### src/rtl/mc_pkg.sv
// Shared types and DDR3-1600 timing defaults for the memory controller core.
package mc_pkg;

    typedef enum logic [1:0] {
        CMD_NOP  = 2'd0,
        CMD_PREA = 2'd1,
        CMD_REF  = 2'd2
    } ref_cmd_e;

    typedef enum logic [2:0] {
        ST_IDLE,
        ST_REQ,
        ST_PREA,
        ST_WAIT_RP,
        ST_REF,
        ST_WAIT_RFC
    } ref_state_e;

    localparam int DEF_TREFI = 6240;
    localparam int DEF_TRP   = 11;
    localparam int DEF_TRFC  = 128;

endpackage

### src/rtl/refresh_interval_timer.sv
// Refresh interval counter: one-cycle tick every trefi enabled cycles.
module refresh_interval_timer #(
    parameter int C_TREFI_WIDTH = 16
) (
    input  logic                     clk,
    input  logic                     rst,
    input  logic                     enable,
    input  logic [C_TREFI_WIDTH-1:0] trefi,
    output logic                     tick
);
    localparam logic [C_TREFI_WIDTH-1:0] ONE = C_TREFI_WIDTH'(1);

    logic [C_TREFI_WIDTH-1:0] count;
    logic                     loaded;
    logic                     running;

    // The first edge after reset only loads trefi-1, since the reset value cannot follow a port.
    assign running = enable && (trefi != '0) && loaded;
    assign tick    = running && (count == '0);

    always_ff @(posedge clk or posedge rst) begin
        if (rst) begin
            count  <= '0;
            loaded <= 1'b0;
        end else begin
            loaded <= 1'b1;
            if (!running || count == '0) begin
                count <= trefi - ONE;
            end else begin
                count <= count - ONE;
            end
        end
    end

endmodule

### src/rtl/refresh_scheduler.sv
// DDR auto-refresh scheduler: tracks postponed refreshes, claims the DFI bus,
// and issues PRECHARGE-ALL followed by one or more REFRESH commands.
module refresh_scheduler
    import mc_pkg::*;
#(
    parameter int C_TREFI_WIDTH  = 16,
    parameter int C_TRP_WIDTH    = 6,
    parameter int C_TRFC_WIDTH   = 10,
    parameter int C_MAX_POSTPONE = 8
) (
    input  logic                                  core_clk,
    input  logic                                  core_arst,
    input  logic                                  enable,
    input  logic                                  idle_hint,
    input  logic [C_TREFI_WIDTH-1:0]              trefi,
    input  logic [C_TRP_WIDTH-1:0]                trp,
    input  logic [C_TRFC_WIDTH-1:0]               trfc,
    output logic                                  bus_req,
    input  logic                                  bus_gnt,
    output logic                                  cmd_valid,
    output logic [1:0]                            cmd,
    output logic [$clog2(C_MAX_POSTPONE+1)-1:0]   pending,
    output logic                                  urgent,
    output logic                                  overflow,
    output ref_state_e                            fsm_state
);
    localparam int PW = $clog2(C_MAX_POSTPONE + 1);
    localparam int DW = (C_TRFC_WIDTH > C_TRP_WIDTH) ? C_TRFC_WIDTH : C_TRP_WIDTH;
    localparam logic [PW-1:0] P_ONE = PW'(1);
    localparam logic [PW-1:0] P_MAX = PW'(C_MAX_POSTPONE);
    localparam logic [PW-1:0] P_URG = PW'(C_MAX_POSTPONE - 1);
    localparam logic [DW-1:0] D_ONE = DW'(1);
    localparam logic [DW-1:0] D_TWO = DW'(2);

    ref_state_e      state;
    logic            tick;
    logic            inc;
    logic            ref_issue;
    logic            burst;
    logic            rp_done;
    logic            rfc_done;
    logic [PW-1:0]   pending_nxt;
    logic [DW-1:0]   delay;
    logic [DW-1:0]   rp_ext;
    logic [DW-1:0]   rfc_ext;

    refresh_interval_timer #(
        .C_TREFI_WIDTH(C_TREFI_WIDTH)
    ) u_timer (
        .clk    (core_clk),
        .rst    (core_arst),
        .enable (enable),
        .trefi  (trefi),
        .tick   (tick)
    );

    assign rp_ext    = DW'(trp);
    assign rfc_ext   = DW'(trfc);
    assign urgent    = pending >= P_URG;
    assign ref_issue = state == ST_REF;
    assign inc       = tick && (pending != P_MAX);
    assign fsm_state = state;

    // Delays of 0 or 1 skip the wait state; otherwise the wait state runs delay-1 cycles.
    assign rp_done  = (state == ST_PREA && rp_ext <= D_ONE) || (state == ST_WAIT_RP && delay == '0);
    assign rfc_done = (state == ST_REF && rfc_ext <= D_ONE) || (state == ST_WAIT_RFC && delay == '0);

    always_comb begin
        pending_nxt = pending;
        if (inc && !ref_issue) begin
            pending_nxt = pending + P_ONE;
        end else if (!inc && ref_issue) begin
            pending_nxt = pending - P_ONE;
        end
    end

    // bus_req rises in REQ and holds until IDLE; bus_gnt, once high, is owned by us until bus_req drops.
    always_ff @(posedge core_clk or posedge core_arst) begin
        if (core_arst) begin
            state     <= ST_IDLE;
            bus_req   <= 1'b0;
            cmd_valid <= 1'b0;
            cmd       <= CMD_NOP;
            pending   <= '0;
            overflow  <= 1'b0;
            burst     <= 1'b0;
            delay     <= '0;
        end else begin
            pending   <= pending_nxt;
            cmd_valid <= 1'b0;
            cmd       <= CMD_NOP;
            if (tick && pending == P_MAX) begin
                overflow <= 1'b1;
            end
            if (rp_done) begin
                state     <= ST_REF;
                cmd_valid <= 1'b1;
                cmd       <= CMD_REF;
                burst     <= urgent;
            end else if (rfc_done) begin
                if (burst && pending_nxt != '0) begin
                    state     <= ST_REF;
                    cmd_valid <= 1'b1;
                    cmd       <= CMD_REF;
                end else begin
                    state   <= ST_IDLE;
                    bus_req <= 1'b0;
                    burst   <= 1'b0;
                end
            end else begin
                case (state)
                    ST_IDLE: begin
                        if (enable && pending != '0 && (idle_hint || urgent)) begin
                            state   <= ST_REQ;
                            bus_req <= 1'b1;
                        end
                    end
                    ST_REQ: begin
                        if (bus_gnt) begin
                            state     <= ST_PREA;
                            cmd_valid <= 1'b1;
                            cmd       <= CMD_PREA;
                        end
                    end
                    ST_PREA: begin
                        state <= ST_WAIT_RP;
                        delay <= rp_ext - D_TWO;
                    end
                    ST_WAIT_RP:  delay <= delay - D_ONE;
                    ST_REF: begin
                        state <= ST_WAIT_RFC;
                        delay <= rfc_ext - D_TWO;
                    end
                    ST_WAIT_RFC: delay <= delay - D_ONE;
                    default:     state <= ST_IDLE;
                endcase
            end
        end
    end

endmodule

### config.mk
export PLATFORM = sky130hd
export DESIGN_NAME = refresh_scheduler
export DESIGN_NICKNAME = d
export VERILOG_FILES = /design/src/rtl/mc_pkg.sv /design/src/rtl/refresh_interval_timer.sv /design/src/rtl/refresh_scheduler.sv
export SDC_FILE = /design/constraint.sdc
export NUM_CORES = 1
export LEC_CHECK = 0
export CAP_MARGIN = 40
export CORE_MARGIN = 3
export CORE_UTILIZATION = 53
export DETAILED_ROUTE_END_ITERATION = 7
export PLACE_DENSITY = 0.85
export SLEW_MARGIN = 20
export SYNTH_ARGS = -nofsm -noshare
export SYNTH_HDL_FRONTEND = slang
export SYNTH_SLANG_ARGS = --single-unit
### constraint.sdc
create_clock -name core_clk -period 4.2 [get_ports core_clk]
set_input_delay 1.26 -clock core_clk [delete_from_list [all_inputs] [get_ports core_clk]]
set_output_delay 1.26 -clock core_clk [all_outputs]
set_load 0.005 [all_outputs]
==> results.txt <==
The mux cell area share after synthesis came out at 0.0476. Across every metal layer, demand over resource in global routing totals 0.241. After synthesis, the cell types taking the most area are dfrtp_1, nor2_1, xor2_1. The antenna cell count is 0. Setup violations remaining at the end of the flow were counted as 0. The post-layout minimum cycle time came out at 4150 ps. The total overflow reported by the global router is 0.

After the last flow step, the layout net total stands at 465. The area fraction in and, or, nand and nor cells after synthesis came out at 0.245. The synthesized instance count came out at 338. The TritonCTS buffer count is 5. The startpoint type of the worst setup path is a primary input.

The adder-cell share of the synthesized area came out at 0.0264. The most used flip-flop cell after synthesis is dfrtp_1. The horizontal extent of the die is 79.2 um. After detailed routing, the number of remaining DRC violations is 0. The post-synthesis xor/xnor area fraction came out at 0.101.

The share of async-settable or async-resettable flops after synthesis is 1.00. The wire length of the first global-routing pass came out at 12.2 mm. The fraction of power spent switching nets came out at 0.404. The flip-flop and latch area came out at 1000 sq um. The library cells used most frequently in the layout, excluding fill and tap cells, are clkdlybuf4s50_1, nor2_1, dfrtp_1, buf_4, o21ai_0. For this run, the register share of the synthesized area comes to 0.352. The peak clock frequency supported by timing came out at 241 MHz. The library cell used most frequently in the layout, excluding fill and tap cells, is clkdlybuf4s50_1. The path class of the tightest hold or removal check is reg2reg. The sequential share of power is 0.351.

The areal power density over the cells is 468 nW/um^2. The worst setup skew after layout came out at 10.9 ps. The Yosys warning count is 0.

The total instance count after detailed placement is 480. The summed instance area of the synthesized netlist came out at 2840 sq um. After synthesis the netlist holds a flip-flop and latch count of 40. The net count of the mapped netlist came out at 381.

The count of flip-flops with a built-in enable after synthesis came out at 0. The non-filler instance count after layout is 493. Once detailed placement completed, the half-perimeter wirelength came to 5.38 mm. The number of max-slew violations in the final report came out at 0. The run finished with clean final reports. The distinct cell type count of the synthesized netlist came out at 58. The core outline area came out at 5140 sq um. The worst voltage drop across the vdd grid is 399 uV. The count of nets left with antenna violations once routing finished came out at 0.

The share of the synthesized area in the top cell type came out at 0.352. The sink count of the clock tree came out at 40. The remaining max-slew budget at the tightest pin is 0.418. The starting density of the core came out at 0.553.

The final standard cell area without fillers is 3840 sq um. For this design the static power due to leakage is 1.65 nW. The critical path class is in2reg. The die covers 6280 sq um. The number of fill cells is 400. Relative to the synthesized area, the layout overhead comes to 35.2%. The port buffer count is 49. The total wirelength of the detailed-routed design came out at 7.53 mm. Entering global routing, the biggest net connects 41 pins. The number of cell rows came out at 26.

The initial antenna violation count came out at 0. The area occupied by multi-input gates is 1790 sq um. After detailed routing, the number of vias per cell comes to 5.74.

The number of buffers inserted by hold repair at cts is 0. The share of the core filled with cells came out at 0.748. After synthesis, the largest family of logic cells by area is simple AND/OR/NAND/NOR gates. Data on the critical path arrives at its endpoint at 4340 ps. The clock-pin slew on the worst setup and hold paths came out at 80 ps.

Of the total power, the clock network draws 0.180. In this run the worst path has a maximum fanout of 6. The synthesized area divided by synthesized cell count is 8.41 sq um.

The clock latency on the worst-skew pair is 300 ps. Clock tree synthesis selected as its root buffer the cell clkbuf_8. The cell area reported after detailed placement is 3670 sq um. The combinational fraction of design power came out at 0.469. Of the available clock period, the critical path in the final layout requires 0.989.

The number of failing hold endpoints at the final stage is 0. The analysis attributes to net switching a power of 0.726 mW. The iteration-0 DRC count of the detailed router is 192. The ratio of cells with drive above 1 in the final layout is 0.161. The number of top-level pins came out at 50.

The routed length per placed instance came out at 15.3 um. The die is 79.2 um tall. The slew at the pin closest to its max-slew limit is 865 ps. The clock tree from TritonCTS is built. The routed via count is 2828. The largest buffer count on any clock path came out at 2. The endpoint required time on the critical path is 4390 ps.

The last weighted congestion value of the routability-driven placer came out at 0.871. The length of the first detailed-routing pass in iterations is 4. The maximum level of the CTS H-tree came out at 2. The type of destination of the critical path is a flop. Across the run, the number of max-cap violations was 0. Cell internal power was estimated by the tool at 1.07 mW.

The number of global-route vias before repair is 2802. Of all cell types, the one taking the most synthesized area is dfrtp_1. The post-synthesis compound-gate area fraction is 0.189.
-- final timing paths --
kind / from / end / slack [ps] / cells past startpoint
max: trefi[2] / u_timer.count[10]$_DFF_PP0_ / 50 / 13
max in group asynchronous: core_arst / overflow$_DFFE_PP0P_ / 2450 / 3
max reg2reg: u_timer.count[9]$_DFF_PP0_ / u_timer.count[10]$_DFF_PP0_ / 510 / 12
min in group asynchronous: core_arst / delay[6]$_DFFE_PP0P_ / 1390 / 3
min reg2reg: overflow$_DFFE_PP0P_ / overflow$_DFFE_PP0P_ / 510 / 2
min: overflow$_DFFE_PP0P_ / overflow$_DFFE_PP0P_ / 510 / 2
-- Yosys cell counts (all sizes together), types with 3 or more instances --
cell	instances
nor2	44
dfrtp	40
o21ai	28
nor3	22
nand2	20
a21oi	18
xor2	18
inv	14
xnor2	14
mux2i	12
clkbuf	10
or3	9
and2	7
ha	6
nor2b	6
o31ai	6
o22ai	5
nand3b	4
nor4	4
o211ai	4
a211oi	3
a21o	3
nand2b	3
o21bai	3
or4	3
-- timing repair --
action | 4_1_cts | 5_1_grt
resized for setup | 1 | 5
buffers inserted | 1 | 4
setup endpoints to repair | 4 | 4
cloned | 0 | 0
pin swaps | 2 | 10
-- layer usage --
metal / part of all wire / GRT usage
met5: 0 / 0
met4: 0.021 / 0.0756
met1: 0.44 / 0.302
met2: 0.49 / 0.420
met3: 0.048 / 0.0431
-- cell families (layout without fill, tap and decap cells) --
group,after synthesis,in the layout
simple gates,135,135
flops,40,40
fa+ha+maj,6,6
other cells,1,1
xor+xnor,32,32
mux,13,13
compound gates,85,85
buf+inv,26,111
-- state kept, by name, indices dropped and copies added, names as in the netlist --
signal and flops:
bus_req 1, u_timer.loaded 1, cmd_valid 1, u_timer.count 16
burst 1, cmd 2, fsm_state 3, pending 4
delay 10, overflow 1
-- worst max-delay path, stage by stage --
cell             delay (ps)
clkdlybuf4s50_1         420
or3_1                   420
nor3_2                  260
a21oi_2                 100
nand2_2                 130
mux2i_2                 270
ha_2                    230
inv_2                    40
or3_4                   340
a211oi_4                320
o21bai_1                140
xnor2_1                 140
mux2_2                  260
-- power groups by stage --
stage,Clock (mW),Sequential [mW],Combinational [mW]
final,0.323,0.631,0.843
after global routing,0.343,0.652,0.931
after CTS,0.325,0.627,0.834
after detailed placement,0,0.632,0.820
after global placement,0,0.628,0.785
after floorplan,0,0.584,0.552
-- through the flow --
stage | TNS (ps) | setup slack [ps] | hold WS [ps] | power [mW]
floorplan | -79.3 | -79.3 | 460 | 1.14
global route | -198 | -108 | 528 | 1.93
global placement | -994 | -313 | 465 | 1.41
detailed placement | -1470 | -403 | 490 | 1.45
finish | 0 | 47.4 | 506 | 1.80
CTS | 0 | 2.21 | 508 | 1.79
-- final cells by class --
type                       count  share of cell area
tap                           70              0.0228
timing repair buffer          89               0.208
sequential                    40               0.261
multi-input combinational    272               0.466
clock inverter                 3              0.0111
inverter                      14              0.0137
clock buffer                   5              0.0179
(Power assumes the default switching activity.)
